### config.mk
export PLATFORM = sky130hd
export DESIGN_NAME = freq_det_multi_flat
export DESIGN_NICKNAME = d
export VERILOG_FILES = /design/src/rtl/freq_det_multi_if.sv /design/src/rtl/freq_det_multi.sv /design/src/flat_wrapper.sv
export SDC_FILE = /design/constraint.sdc
export NUM_CORES = 1
export LEC_CHECK = 0
export BUFFER_PORTS_ARGS = -buffer_cell sky130_fd_sc_hd__buf_2
export CORE_AREA = 5 5 264 266
export DETAILED_ROUTE_END_ITERATION = 8
export DIE_AREA = 0 0 269 271
export SLEW_MARGIN = 10
export SYNTH_ARGS = -nofsm -noshare
export SYNTH_HDL_FRONTEND = slang
export SYNTH_SLANG_ARGS = --single-unit
### constraint.sdc
create_clock -name clk -period 5.9 [get_ports clk]
set_clock_uncertainty 0.05 [all_clocks]
set_input_delay 1.18 -clock clk [delete_from_list [all_inputs] [get_ports clk]]
set_output_delay 1.18 -clock clk [all_outputs]
set_load 0.03 [all_outputs]
### src/rtl/freq_det_multi_if.sv
// Result stream of freq_det_multi: one shared valid/ready port carrying the
// channel index, averaged period, peak-to-peak magnitude and status flags.
interface freq_det_multi_if #(
  parameter int unsigned NUM_CH   = 4,
  parameter int unsigned SAMPLE_W = 8,
  parameter int unsigned CNT_W    = 16
);
  localparam int unsigned CH_W = (NUM_CH > 1) ? $clog2(NUM_CH) : 1;

  logic                res_valid_o;
  logic                res_ready_i;
  logic [CH_W-1:0]     res_ch_o;
  logic [CNT_W-1:0]    res_period_o;
  logic [SAMPLE_W-1:0] res_mag_o;
  logic                res_timeout_o;
  logic                res_overrun_o;

  modport master (
    output res_valid_o, res_ch_o, res_period_o, res_mag_o, res_timeout_o, res_overrun_o,
    input  res_ready_i
  );

  modport slave (
    input  res_valid_o, res_ch_o, res_period_o, res_mag_o, res_timeout_o, res_overrun_o,
    output res_ready_i
  );
endinterface

### src/rtl/freq_det_multi.sv
// Multi-channel frequency/magnitude detector. Each channel measures the
// period of its sample stream averaged over 2^AVG_LOG2 rising edges, plus
// max-min magnitude over the window, and reports timeouts when no edge is
// seen for TIMEOUT cycles. Results park in a one-deep slot per channel and
// are forwarded through a round-robin arbiter onto one valid/ready port.
// Optional build macro FREQ_DET_HYST_EN: edges only count once the sample
// has climbed HYST LSBs above the trough since the last counted edge.
module freq_det_multi #(
  parameter int unsigned NUM_CH   = 4,
  parameter int unsigned SAMPLE_W = 8,
  parameter int unsigned CNT_W    = 16,
  parameter int unsigned AVG_LOG2 = 2,
  parameter int unsigned TIMEOUT  = 65535,
  parameter int unsigned HYST     = 4
) (
  input  logic                         clk,
  input  logic                         rst,
  input  logic [NUM_CH*SAMPLE_W-1:0]   sample_i,
  input  logic [NUM_CH-1:0]            enable_i,
  output logic [NUM_CH-1:0]            done_o,
  freq_det_multi_if.master             res
);
  localparam int unsigned CH_W  = (NUM_CH > 1) ? $clog2(NUM_CH) : 1;
  localparam int unsigned ACC_W = CNT_W + AVG_LOG2;
  localparam int unsigned NP_W  = AVG_LOG2 + 1;
  localparam logic [CNT_W-1:0] TO_LAST = CNT_W'(TIMEOUT - 1);
  localparam logic [NP_W-1:0]  NP_LAST = NP_W'((1 << AVG_LOG2) - 1);

  if (TIMEOUT == 0 || longint'(TIMEOUT) >= (longint'(1) << CNT_W) ||
      longint'(HYST) >= (longint'(1) << SAMPLE_W)) begin : g_param_check
    $error("freq_det_multi: TIMEOUT or HYST out of range");
  end

  typedef enum logic [1:0] {S_IDLE, S_SYNC, S_MEASURE} state_e;

  // Per-channel result strobes feeding the pending slots
  logic [NUM_CH-1:0]   new_vld;
  logic [NUM_CH-1:0]   new_to;
  logic [CNT_W-1:0]    new_period [NUM_CH];
  logic [SAMPLE_W-1:0] new_mag    [NUM_CH];

  for (genvar c = 0; c < NUM_CH; c++) begin : g_ch
    state_e              state_q, state_d;
    logic [SAMPLE_W-1:0] smp, prev_q;
    logic [CNT_W-1:0]    cnt_q, cnt_d;
    logic [ACC_W-1:0]    acc_q, acc_d, sum;
    logic [NP_W-1:0]     np_q, np_d;
    logic [SAMPLE_W-1:0] min_q, min_d, max_q, max_d, cur_min, cur_max;
    logic                edge_w;
    logic                rv, rto;
    logic [CNT_W-1:0]    rperiod;
    logic [SAMPLE_W-1:0] rmag;

    assign smp = sample_i[c*SAMPLE_W +: SAMPLE_W];

`ifdef FREQ_DET_HYST_EN
    logic [SAMPLE_W-1:0] trough_q, trough_d, thresh;
    logic [SAMPLE_W:0]   thresh_sum;

    assign thresh_sum = {1'b0, trough_q} + (SAMPLE_W+1)'(HYST);
    assign thresh     = thresh_sum[SAMPLE_W] ? '1 : thresh_sum[SAMPLE_W-1:0];
    assign edge_w     = (smp > prev_q) && (smp >= thresh);
    assign trough_d   = edge_w ? smp : ((smp < trough_q) ? smp : trough_q);

    // Trough tracker; all-ones after reset so the first sample seeds it
    always_ff @(posedge clk) begin
      if (rst) trough_q <= '1;
      else     trough_q <= trough_d;
    end
`else
    assign edge_w = smp > prev_q;
`endif

    // Channel FSM: sync to first edge, accumulate periods, emit results
    always_comb begin
      state_d = state_q;
      cnt_d   = cnt_q;
      acc_d   = acc_q;
      np_d    = np_q;
      min_d   = min_q;
      max_d   = max_q;
      rv      = 1'b0;
      rto     = 1'b0;
      rperiod = '0;
      rmag    = '0;
      cur_min = (smp < min_q) ? smp : min_q;
      cur_max = (smp > max_q) ? smp : max_q;
      sum     = acc_q + ACC_W'(cnt_q);
      if (!enable_i[c]) begin
        state_d = S_IDLE;
        cnt_d   = '0;
        acc_d   = '0;
        np_d    = '0;
      end else begin
        case (state_q)
          S_IDLE: state_d = S_SYNC;
          S_SYNC: begin
            if (edge_w) begin
              cnt_d   = CNT_W'(1);
              acc_d   = '0;
              np_d    = '0;
              min_d   = smp;
              max_d   = smp;
              state_d = S_MEASURE;
            end else if (cnt_q >= TO_LAST) begin
              rv    = 1'b1;
              rto   = 1'b1;
              cnt_d = '0;
            end else begin
              cnt_d = (cnt_q == '1) ? cnt_q : cnt_q + CNT_W'(1);
            end
          end
          S_MEASURE: begin
            min_d = cur_min;
            max_d = cur_max;
            if (edge_w) begin
              cnt_d = CNT_W'(1);
              if (np_q == NP_LAST) begin
                rv      = 1'b1;
                rperiod = CNT_W'(sum >> AVG_LOG2);
                rmag    = cur_max - cur_min;
                acc_d   = '0;
                np_d    = '0;
                min_d   = smp;
                max_d   = smp;
              end else begin
                acc_d = sum;
                np_d  = np_q + NP_W'(1);
              end
            end else if (cnt_q >= TO_LAST) begin
              rv      = 1'b1;
              rto     = 1'b1;
              rmag    = cur_max - cur_min;
              cnt_d   = '0;
              state_d = S_SYNC;
            end else begin
              cnt_d = cnt_q + CNT_W'(1);
            end
          end
          default: state_d = S_IDLE;
        endcase
      end
    end

    // Channel state registers
    always_ff @(posedge clk) begin
      if (rst) begin
        state_q <= S_IDLE;
        prev_q  <= '0;
        cnt_q   <= '0;
        acc_q   <= '0;
        np_q    <= '0;
        min_q   <= '0;
        max_q   <= '0;
      end else begin
        state_q <= state_d;
        prev_q  <= smp;
        cnt_q   <= cnt_d;
        acc_q   <= acc_d;
        np_q    <= np_d;
        min_q   <= min_d;
        max_q   <= max_d;
      end
    end

    assign new_vld[c]    = rv;
    assign new_to[c]     = rto;
    assign new_period[c] = rperiod;
    assign new_mag[c]    = rmag;
  end

  // Pending slots, output register and arbiter state
  logic [NUM_CH-1:0]   pend_vld_q, pend_to_q, pend_ovr_q, done_q, take;
  logic [CNT_W-1:0]    pend_period_q [NUM_CH];
  logic [SAMPLE_W-1:0] pend_mag_q    [NUM_CH];
  logic                out_vld_q, out_to_q, out_ovr_q, load, gnt_vld;
  logic [CH_W-1:0]     out_ch_q, rr_ptr_q, gnt_idx;
  logic [CNT_W-1:0]    out_period_q;
  logic [SAMPLE_W-1:0] out_mag_q;

  // Round-robin pick of the first pending slot starting at rr_ptr_q
  always_comb begin
    int unsigned j;
    j       = 0;
    gnt_vld = 1'b0;
    gnt_idx = '0;
    take    = '0;
    load    = !out_vld_q || res.res_ready_i;
    for (int unsigned i = 0; i < NUM_CH; i++) begin
      j = (32'(rr_ptr_q) + i) % NUM_CH;
      if (!gnt_vld && pend_vld_q[CH_W'(j)]) begin
        gnt_vld = 1'b1;
        gnt_idx = CH_W'(j);
      end
    end
    for (int unsigned i = 0; i < NUM_CH; i++) begin
      take[i] = load && gnt_vld && (gnt_idx == CH_W'(i));
    end
  end

  // Slot update: a new result always wins the slot; overrun only flags a
  // result that replaced one which was not leaving in the same cycle.
  always_ff @(posedge clk) begin
    if (rst) begin
      done_q     <= '0;
      pend_vld_q <= '0;
      pend_to_q  <= '0;
      pend_ovr_q <= '0;
      for (int unsigned i = 0; i < NUM_CH; i++) begin
        pend_period_q[i] <= '0;
        pend_mag_q[i]    <= '0;
      end
    end else begin
      done_q <= new_vld;
      for (int unsigned i = 0; i < NUM_CH; i++) begin
        if (new_vld[i]) begin
          pend_vld_q[i]    <= 1'b1;
          pend_to_q[i]     <= new_to[i];
          pend_ovr_q[i]    <= pend_vld_q[i] && !take[i];
          pend_period_q[i] <= new_period[i];
          pend_mag_q[i]    <= new_mag[i];
        end else if (take[i]) begin
          pend_vld_q[i] <= 1'b0;
        end
      end
    end
  end

  // Output register: reloads whenever empty or accepted, holds otherwise
  always_ff @(posedge clk) begin
    if (rst) begin
      out_vld_q    <= 1'b0;
      out_ch_q     <= '0;
      out_period_q <= '0;
      out_mag_q    <= '0;
      out_to_q     <= 1'b0;
      out_ovr_q    <= 1'b0;
      rr_ptr_q     <= '0;
    end else if (load) begin
      out_vld_q <= gnt_vld;
      if (gnt_vld) begin
        out_ch_q     <= gnt_idx;
        out_period_q <= pend_period_q[gnt_idx];
        out_mag_q    <= pend_mag_q[gnt_idx];
        out_to_q     <= pend_to_q[gnt_idx];
        out_ovr_q    <= pend_ovr_q[gnt_idx];
        rr_ptr_q     <= (gnt_idx == CH_W'(NUM_CH - 1)) ? '0 : gnt_idx + CH_W'(1);
      end
    end
  end

  assign done_o            = done_q;
  assign res.res_valid_o   = out_vld_q;
  assign res.res_ch_o      = out_ch_q;
  assign res.res_period_o  = out_period_q;
  assign res.res_mag_o     = out_mag_q;
  assign res.res_timeout_o = out_to_q;
  assign res.res_overrun_o = out_ovr_q;
endmodule

### src/flat_wrapper.sv
// flat-port wrapper written by rule: the top's interface ports become plain ports
module freq_det_multi_flat 
#(
  parameter int unsigned NUM_CH   = 4,
  parameter int unsigned SAMPLE_W = 8,
  parameter int unsigned CNT_W    = 16,
  parameter int unsigned AVG_LOG2 = 2,
  parameter int unsigned TIMEOUT  = 65535,
  parameter int unsigned HYST     = 4
)
  (clk, rst, sample_i, enable_i, done_o, res_res_valid_o, res_res_ch_o, res_res_period_o, res_res_mag_o, res_res_timeout_o, res_res_overrun_o, res_res_ready_i);
  freq_det_multi_if #(.NUM_CH(NUM_CH), .SAMPLE_W(SAMPLE_W), .CNT_W(CNT_W)) res_i ();
  input  logic clk;
  input  logic rst;
  input  logic [NUM_CH*SAMPLE_W-1:0] sample_i;
  input  logic [NUM_CH-1:0] enable_i;
  output logic [NUM_CH-1:0] done_o;
  output wire logic [$bits(res_i.res_valid_o)-1:0] res_res_valid_o;
  output wire logic [$bits(res_i.res_ch_o)-1:0] res_res_ch_o;
  output wire logic [$bits(res_i.res_period_o)-1:0] res_res_period_o;
  output wire logic [$bits(res_i.res_mag_o)-1:0] res_res_mag_o;
  output wire logic [$bits(res_i.res_timeout_o)-1:0] res_res_timeout_o;
  output wire logic [$bits(res_i.res_overrun_o)-1:0] res_res_overrun_o;
  input wire logic [$bits(res_i.res_ready_i)-1:0] res_res_ready_i;
  assign res_res_valid_o = res_i.res_valid_o;
  assign res_res_ch_o = res_i.res_ch_o;
  assign res_res_period_o = res_i.res_period_o;
  assign res_res_mag_o = res_i.res_mag_o;
  assign res_res_timeout_o = res_i.res_timeout_o;
  assign res_res_overrun_o = res_i.res_overrun_o;
  assign res_i.res_ready_i = res_res_ready_i;
  freq_det_multi #(.NUM_CH(NUM_CH), .SAMPLE_W(SAMPLE_W), .CNT_W(CNT_W), .AVG_LOG2(AVG_LOG2), .TIMEOUT(TIMEOUT), .HYST(HYST)) u_core (.clk(clk), .rst(rst), .sample_i(sample_i), .enable_i(enable_i), .done_o(done_o), .res(res_i));
endmodule
== Word-level counts from Yosys, hierarchy flattened ==
Memories as Yosys holds them, arrays and structs flattened. A register that Yosys moved wholly into a read port is not among the register bits.
Cells that the tools add are included.

* Logic and storage cells: 426
* Bits in writable memories: 96
* Input bits: 39
* ROM bits: 0
* Latch bits: 0
* Memories kept: 2
* Register bits after elaboration: 275
* Output and inout port bits: 33

* Add/subtract/negate cells: 20
* Order comparisons: 21
* Bitwise gates (word level): 12
* Reductions and logical operators: 59
* Muxes and demuxes: 227
* Shifts and indexed selects: 0
* Multiply operators: 0
* Eq/ne operators: 39
* Divide/modulo/power cells: 0

{| class="wikitable"
|+ Memory list
! memory !! depth !! bits a word !! rd ports !! clocked after memory_dff !! write ports !! line !! RTL
|-
| u_core.pend_period_q || 4 || 16 || 1 || 1 || 4 || freq_det_multi.sv:174 || <nowiki>logic [CNT_W-1:0] pend_period_q [NUM_CH];</nowiki>
|-
| u_core.pend_mag_q || 4 || 8 || 1 || 1 || 4 || freq_det_multi.sv:175 || <nowiki>logic [SAMPLE_W-1:0] pend_mag_q [NUM_CH];</nowiki>
|}

{| class="wikitable"
|+ Operators by type and width
! kind !! number
|-
| 2-to-1 mux 16 bit || 40
|-
| 2-to-1 mux 8 bit || 52
|-
| 2-to-1 mux 18 bit || 12
|-
| one-hot mux 18 bit (2 select lines) || 4
|-
| one-hot mux 16 bit (2 select lines) || 4
|-
| one-hot mux 8 bit (2 select lines) || 8
|-
| adder 18 x 16 -> 18 bit || 4
|-
| adder 16 x 1 -> 16 bit, second input constant || 4
|-
| equality test 16 bit, second input constant || 4
|-
| >= comparator 16 bit, second input constant || 4
|-
| > comparator 8 bit || 8
|-
| 2-to-1 mux 1 bit || 60
|-
| 2-to-1 mux 3 bit || 12
|-
| AND reduction 3 bit || 12
|-
| 2-to-1 mux 2 bit || 17
|-
| < comparator 8 bit || 4
|-
| subtractor 8 bit || 4
|-
| inequality test 2 x 1 -> 1 bit, second input constant || 12
|-
| one-hot mux 2 bit (3 select lines) || 4
|-
| one-hot mux 3 bit (2 select lines) || 4
|-
| nonzero test 2 bit || 8
|-
| OR reduction 2 bit || 8
|-
| < comparator 2 x 3 -> 1 bit, second input constant || 5
|-
| adder 3 x 1 -> 3 bit, second input constant || 4
|-
| 17 further kinds || 80
|}

== Depth between registers and ports, before layout ==
Gate-level depths: netlist of run 1.

* Depth in word-level cells: 16
* Gate-level depth with buffers: 19
* Depth with buffers taken out: 18

== Worst setup path before layout of run 1 ==
OpenSTA, ideal clock, no wires.

* Kind: input-to-reg
* From: input port sample_i[31]
* To: memory u_core.pend_mag_q[3][7], data pin
* Path slack: 1.388 ns
* Data arrival time: 4.197 ns
* Required time: 5.585 ns
* Stages: 17
* Setup time: 0.265 ns
* Path buffers: 1
* Cells stage by stage: ha_1 -> nand2_1 -> o21ai_1 -> nor2_1 -> a21oi_2 -> clkbuf_1 -> nor2_1 -> a21oi_1 -> inv_1 -> ha_1 -> and2_1 -> a221oi_1 -> o2111ai_1 -> a31oi_1 -> o21ai_0 -> xor2_1 -> nor2_1

{| class="wikitable"
|+ RTL lines
! item !! line !! RTL
|-
| start: declaration || flat_wrapper.sv:15 || <nowiki>input logic [NUM_CH*SAMPLE_W-1:0] sample_i;</nowiki>
|-
| end: declaration || freq_det_multi.sv:175 ||
|}

==> results by group, run 1 <==
STA
  – RSZ-0062 raised after global routing: false
  – Setup_tns: 0 ps
  – Max-slew headroom: 31.05%
  – Final Slew Violations: 0
  – Max Freq: approximately 0.24 GHz
  – Slew @ Worst Pin: just over 1000 ps
  – Final Hold Viols: 0
  – Worst hold margin: roughly 380 ps
  – Final critical-path required period: about 4100 ps
  – Fin crit share: between 60% and 70%
  – # setup viols final: 0

Setup path
  – Worst path depth: 16
  – Crit path cell chain: buf_2, ha_1, nor2b_1, o21a_1, o21a_1, o21a_1, nor2_1, mux2i_1, inv_1, ha_1, inv_1, a31oi_1, o311ai_2, a31oi_1, or3_1, a21oi_1
  – Top Family by Delay on Critical Path: compound AO/OA/AOI/OAI gates
  – Crit end category: flop
  – CP Class: input pin to flop
  – Worst r2r path cells: 18
  – Most frequent CP cell: o21a_1
  – Buffers plus inverters on the worst setup path: 3
  – Setup crit start kind: input pin
  – R2R Setup Slk: 2160 ps
  – Slowest-stage cell, CP: nor2_1
  – Crit path DAT: ~4500 ps
  – Crit path max fanout: 8
  – Critical path required time: 6290 ps
  – CP peak stage delay: around 480 ps

Die
  – Starting Density: 34.87%
  – Die X: between 200 and 300 um
  – Core footprint: roughly 67000 um^2
  – Die area: around 73000 um^2
  – Die height: 271 um
  – Rows: 95
  – I/O pin total: 72

Power
  – Leakage dissipation: 0.01047 uW
  – Max VDD drop: 211.7 uV
  – Switching pwr: ~1700 uW
  – Clock share of power: between 40% and 50%
  – Combinational fraction of design power: between 10 and 15%
  – Sw Ratio: 26.27%
  – P_int: between 4000 and 5000 uW
  – PD cells: 247.6 nW/um^2
  – Sequential Power Share: between 40% and 50%

Route
  – DRC Markers: 0
  – Drt wl/cell: approximately 16 um
  – Routed vias/inst: just over 5
  – Drt pass-1 iters: 5
  – ANT nets after route: 0
  – Vias: 18780
  – Initial DRC count: between 1000 and 1500
  – Post-Route WL: slightly below 60000 um

Synth
  – Yosys reg bits: slightly below 400
  – Synth cell types: between 100 and 150
  – Number of synthesized flops with an enable pin: between 90 and 100
  – Area leader, netlist: dfxtp_1
  – Top cell type's share of synthesized area: ~26%
  – Syn_nets: a little under 3000
  – Commonest cells in the netlist: nor2_1, dfxtp_1, nand2_1
  – Synth async-reset ratio: 0%
  – Seq/Total Area, Yosys: around two fifths
  – Synthesized cell area: ~23000 um^2
  – Dominant synthesized flop cell: dfxtp_1
  – Synth top area cells: dfxtp_1, edfxtp_1, ha_1
  – Mean Syn Cell Area: approximately 8.6 um^2
  – Count leader, synth: nor2_1
  – Synth Warn #: 0
  – Synth Instances: about 2700

Clocking
  – CTS max path bufs: 3
  – Inserted Clock Buffers: 47
  – Root Buffer: clkbuf_16
  – CTS tree: yes
  – Clk Latency, worst-skew pair: about 580 ps
  – Clock tree sinks: slightly below 400
  – H-Tree Depth: 2
  – Post-CTS Resized: 0
  – Number of setup buffers added after CTS: 0
  – Hold buffers post-CTS: 0
  – Worst-path clk slew: approximately 60 ps

GRT
  – Vias in the first global route: ~18000
  – First-pass GRT wire length: between 90000 and 100000 um
  – Total GRT Usage: about 16%
  – GRT overflow: 0
  – Largest net degree at the start of global routing: 76
  – Antenna violations before repair: 1

Final layout
  – Inserted Diodes: 0
  – Area grow syn2layout: 11.66%
  – Util after Layout: 38.93%
  – Layout cells sized above 1: approximately 8.3%
  – Nets: around 3000
  – Fillers: between 6000 and 7000

Place
  – Gpl congestion: 0.8453
  – Port buffer count: slightly above 70
  – DP HPWL: 43790 um

Job
  – Max-Cap Viols: 0

Hold path
  – Worst Hold Depth: 2
  – Hold crit path type: flop to flop

Status
  – Status: complete, no violations
[through the flow]
| step | instances | power (uW) | setup WS [ps] | area, um^2 |
|---|---|---|---|---|
| after floorplan | 2714 | 3487 | 1388 | 23290 |
| after global placement | 3587 | 3696 | 1231 | 24540 |
| after detailed placement | 3587 | 3698 | 1189 | 24540 |
| after CTS | 3674 | 6531 | 1821 | 26010 |
| after global routing | 3674 | 6756 | 1415 | 26010 |
| final | 3674 | 6440 | 1778 | 26010 |
[placed cells by master (no fill, tap or decap), types with 13 or more instances in the layout]
cell type,n
nor2_1,394
dfxtp_1,299
nand2_1,258
ha_1,204
a21oi_1,189
inv_1,173
edfxtp_1,96
o21ai_0,84
mux2i_1,73
nand3_1,71
xnor2_1,71
nor3_1,70
buf_2,70
a21o_1,55
xor2_1,51
nor2b_1,49
clkbuf_16,49
and3_1,46
a311oi_1,29
nand4_1,28
a22oi_1,28
nand2b_1,26
a31oi_1,23
and2_1,23
o21a_1,21
buf_4,20
mux2_2,17
and4_1,16
or3_1,16
clkinv_1,13
o21ai_1,13
clkbuf_1,13
[layout make-up]
cell class | count | area, um^2 | area share [%]
Tap cell | 873 | 1092 | 4.200
Clock buffer | 63 | 1289 | 4.955
Multi-Input combinational cell | 2053 | 13420 | 51.59
Timing Repair Buffer | 90 | 500.5 | 1.924
Inverter | 176 | 660.6 | 2.540
Clock inverter | 24 | 180.2 | 0.6927
Sequential cell | 395 | 8869 | 34.10
[final timing paths]
path                                              from                                    end
setup / recovery                           sample_i[1]  u_core.pend_mag_q[0][7]$_SDFFCE_PN0P_
hold / removal     u_core.g_ch[0].np_q[2]$_SDFFE_PP0P_    u_core.g_ch[0].np_q[2]$_SDFFE_PP0P_
setup reg to reg  u_core.g_ch[3].min_q[2]$_SDFFE_PP0P_  u_core.pend_mag_q[3][7]$_SDFFCE_PN0P_
hold reg to reg    u_core.g_ch[0].np_q[2]$_SDFFE_PP0P_    u_core.g_ch[0].np_q[2]$_SDFFE_PP0P_
[kinds of logic (layout without fill, tap and decap cells)]
logic type / after synthesis / in the layout / synth area share [%]
xor gates and xnor gates: 122 / 122 / 4.587
AOI/OAI and AO/OA: 558 / 558 / 15.50
adders and majority gates: 215 / 215 / 11.77
and+or+nand+nor: 1065 / 1065 / 21.52
muxes: 93 / 93 / 4.131
buffers and inverters: 266 / 353 / 4.410
DFF: 395 / 395 / 38.07
[metal layers]
metal / GRT usage [%] / vias up / routed length, um
met5: 0 / - / 0
met4: 4.586 / 0 / 1622
met3: 3.044 / 82 / 2778
met2: 25.81 / 323 / 26960
met1: 21.61 / 8720 / 27880
li1: - / 9651 / -
[sequential cells by signal, indices dropped and copies added, names as in the netlist]
register                  flops
u_core.done_o                 4
u_core.g_ch.acc_q            72
u_core.g_ch.cnt_q            64
u_core.g_ch.max_q            32
u_core.g_ch.min_q            32
u_core.g_ch.np_q             12
u_core.g_ch.prev_q           32
u_core.g_ch.state_q           8
u_core.pend_mag_q            32
u_core.pend_ovr_q             4
u_core.pend_period_q         64
u_core.pend_to_q              4
u_core.pend_vld_q             4
u_core.res.res_ch_o           2
u_core.res.res_mag_o          8
u_core.res.res_overrun_o      1
u_core.res.res_period_o      16
u_core.res.res_timeout_o      1
u_core.res.res_valid_o        1
u_core.rr_ptr_q               2
[power by group through the flow]
stage	registers, uW	logic, uW	clock network, uW
after global routing	2870	883	3010
final	2860	781	2800
after floorplan	2910	581	0
after global placement	2920	778	0
after CTS	2860	783	2890
after detailed placement	2920	779	0
[worst register-to-register path, cell delays in order (launching register included)]
cell and delay (ps):
dfxtp_1 380, inv_1 70, ha_1 290, a21o_1 160, a31oi_1 170, o21ai_1 130
a21oi_2 140, buf_4 210, nor2_1 60, a21o_1 180, inv_1 70, ha_1 250
and2_1 170, a221oi_1 280, o2111ai_1 210, a31oi_1 300, o21ai_0 150, xor2_1 170
nor2_1 50
(Power assumes the default switching activity.)
==> run 2: changes to the inputs <==
==> constraint.sdc (replaced) <==
create_clock -name clk -period 3.96 [get_ports clk]
set_clock_uncertainty 0.05 [all_clocks]
set_input_delay 0.792 -clock clk [delete_from_list [all_inputs] [get_ports clk]]
set_output_delay 0.792 -clock clk [all_outputs]
set_load 0.03 [all_outputs]
==> results by group, run 2 (synthesis gave the netlist of run 1 again) <==
Final layout
  – Commonest non-fill, non-tap cells in the layout: nor2_1, dfxtp_1, nand2_1
  – Largest reg by FF count: u_core.g_ch.acc_q
  – Inserted Diodes: 0
  – Layout cells sized above 1: 11.88%
  – Biggest regs: u_core.g_ch.acc_q (72), u_core.g_ch.cnt_q (64), u_core.pend_period_q (64)
  – Area grow syn2layout: 15.41%
  – Largest register FFs: a little over 70
  – Most common cell after layout, fill and taps aside: nor2_1
  – Fillers: roughly 6800
  – Nets: between 3000 and 4000

Die
  – I/O pin total: slightly above 70
  – Die height: roughly 270 um
  – Rows: between 90 and 100
  – Core footprint: between 60000 and 70000 um^2
  – Die area: 72900 um^2
  – Starting Density: 34.87%
  – Die X: around 270 um

Setup path
  – Worst path depth: 17
  – CP peak stage delay: 390 ps
  – Buffers plus inverters on the worst setup path: 2
  – Top Family by Delay on Critical Path: compound AO/OA/AOI/OAI gates
  – R2r endpoint: u_core.pend_mag_q[3][7]$_SDFFCE_PN0P_
  – Slowest-stage cell, CP: dfxtp_1
  – CP Class: flop to flop
  – Critical path required time: between 4000 and 5000 ps
  – Reg-to-Reg Start: u_core.g_ch[3].max_q[7]$_SDFFE_PP0P_
  – Worst r2r path cells: 17
  – Crit path max fanout: 4
  – Critical Path Source: u_core.g_ch[3].max_q[7]$_SDFFE_PP0P_
  – Most frequent CP cell: nor2_1
  – Crit end category: flop
  – R2R Setup Slk: between 300 and 400 ps
  – Crit path DAT: about 3800 ps
  – Setup crit start kind: flop
  – Crit path cell chain: inv_1, ha_1, nand2_1, o21ai_1, nor2_1, a21oi_2, nor2_1, a21oi_2, inv_1, ha_1, and2_1, a221oi_1, o2111ai_1, a31oi_1, o21ai_0, xor2_1, nor2_1
  – Crit path capture: u_core.pend_mag_q[3][7]$_SDFFCE_PN0P_

Clocking
  – Number of setup buffers added after CTS: 0
  – H-Tree Depth: 2
  – Post-CTS Resized: 0
  – Inserted Clock Buffers: between 40 and 50
  – CTS tree: yes
  – CTS max path bufs: 3
  – Hold buffers post-CTS: 0
  – Worst-path clk slew: roughly 60 ps
  – Clock tree sinks: 395
  – Root Buffer: clkbuf_16
  – Clk Latency, worst-skew pair: approximately 580 ps

STA
  – Max-slew headroom: between 30% and 40%
  – # setup viols final: 0
  – Final Hold Viols: 0
  – Slew @ Worst Pin: 978.1 ps
  – Final Slew Violations: 0
  – Max Freq: about 0.28 GHz
  – Fin crit share: about nine tenths
  – RSZ-0062 raised after global routing: false
  – Worst hold margin: approximately 380 ps
  – Final critical-path required period: between 3000 and 4000 ps

Status
  – Status: complete, no violations

GRT
  – Antenna violations before repair: 0
  – Vias in the first global route: 18200
  – Total GRT Usage: 16.02%
  – Largest net degree at the start of global routing: 56
  – GRT overflow: 0
  – First-pass GRT wire length: 96370 um

Hold path
  – Hold crit path type: flop to flop

Route
  – Drt pass-1 iters: 5
  – Vias: between 15000 and 20000
  – Drt wl/cell: approximately 16 um
  – DRC Markers: 0
  – ANT nets after route: 0
  – Initial DRC count: 1204
  – Routed vias/inst: about 5.1
  – Post-Route WL: between 60000 and 70000 um

Power
  – Total power: between 9000 and 10000 uW
  – PD cells: 364.9 nW/um^2
  – Leakage dissipation: between 0.01 and 0.015 uW
  – Max VDD drop: 373.6 uV

Place
  – Gpl congestion: 0.8647
  – Port buffer count: between 70 and 80
  – DP HPWL: about 46000 um

Job
  – Max-Cap Viols: 0
run 2: worst min path at each step:
stage / startpoint / end / slack, ps / cells after the start
detailed placement: u_core.g_ch[1].np_q[2]$_SDFFE_PP0P_ / u_core.g_ch[1].np_q[2]$_SDFFE_PP0P_ / 370 / 2
global route: u_core.g_ch[0].np_q[2]$_SDFFE_PP0P_ / u_core.g_ch[0].np_q[2]$_SDFFE_PP0P_ / 400 / 2
floorplan: u_core.g_ch[0].np_q[2]$_SDFFE_PP0P_ / u_core.g_ch[0].np_q[2]$_SDFFE_PP0P_ / 350 / 2
global placement: u_core.g_ch[0].np_q[2]$_SDFFE_PP0P_ / u_core.g_ch[0].np_q[2]$_SDFFE_PP0P_ / 360 / 2
CTS: u_core.g_ch[3].np_q[2]$_SDFFE_PP0P_ / u_core.g_ch[3].np_q[2]$_SDFFE_PP0P_ / 380 / 2
finish: u_core.g_ch[3].np_q[2]$_SDFFE_PP0P_ / u_core.g_ch[3].np_q[2]$_SDFFE_PP0P_ / 380 / 2
run 2: metal layers:
metal	share of wire [%]	GRT usage (%)
met2	45	25.62
met4	3.7	5.471
met3	4.5	3.280
met1	47	21.57
met5	0	0
run 2: worst min-delay path, stage by stage (launching register included):
cell,delay (ps)
dfxtp_1,300
nand2_1,50
a21oi_1,30
run 2: metrics by stage:
stage / cell area [um^2] / util (%) / setup WS (ps) / cells / setup TNS [ps]
2_1_floorplan: 23310 / - / 0.8249 / 2714 / 0
3_3_place_gp: 25380 / 38.00 / 1.434 / 3692 / 0
3_5_place_dp: 25380 / 38.00 / -61.11 / 3692 / -107.5
4_1_cts: 26880 / 40.24 / 416.1 / 3777 / 0
5_1_grt: 26880 / 40.24 / 42.78 / 3777 / 0
6_report: 26880 / 40.24 / 395.3 / 3777 / 0
run 2: cell type report:
type | instances | area, um^2 | share of cell area [%]
Clock buffer | 62 | 1294 | 4.813
Clock inverter | 23 | 206.4 | 0.7680
Inverter | 176 | 660.6 | 2.458
Multi-Input combinational cell | 2053 | 13420 | 49.93
Sequential cell | 395 | 8869 | 32.99
Tap cell | 873 | 1092 | 4.063
Timing Repair Buffer | 195 | 1339 | 4.980
run 2: where the power goes:
group / internal [uW] / switching, uW / total (uW)
logic: 534 / 742 / 1280
clock network: 2490 / 1770 / 4270
registers: 4210 / 55.0 / 4270
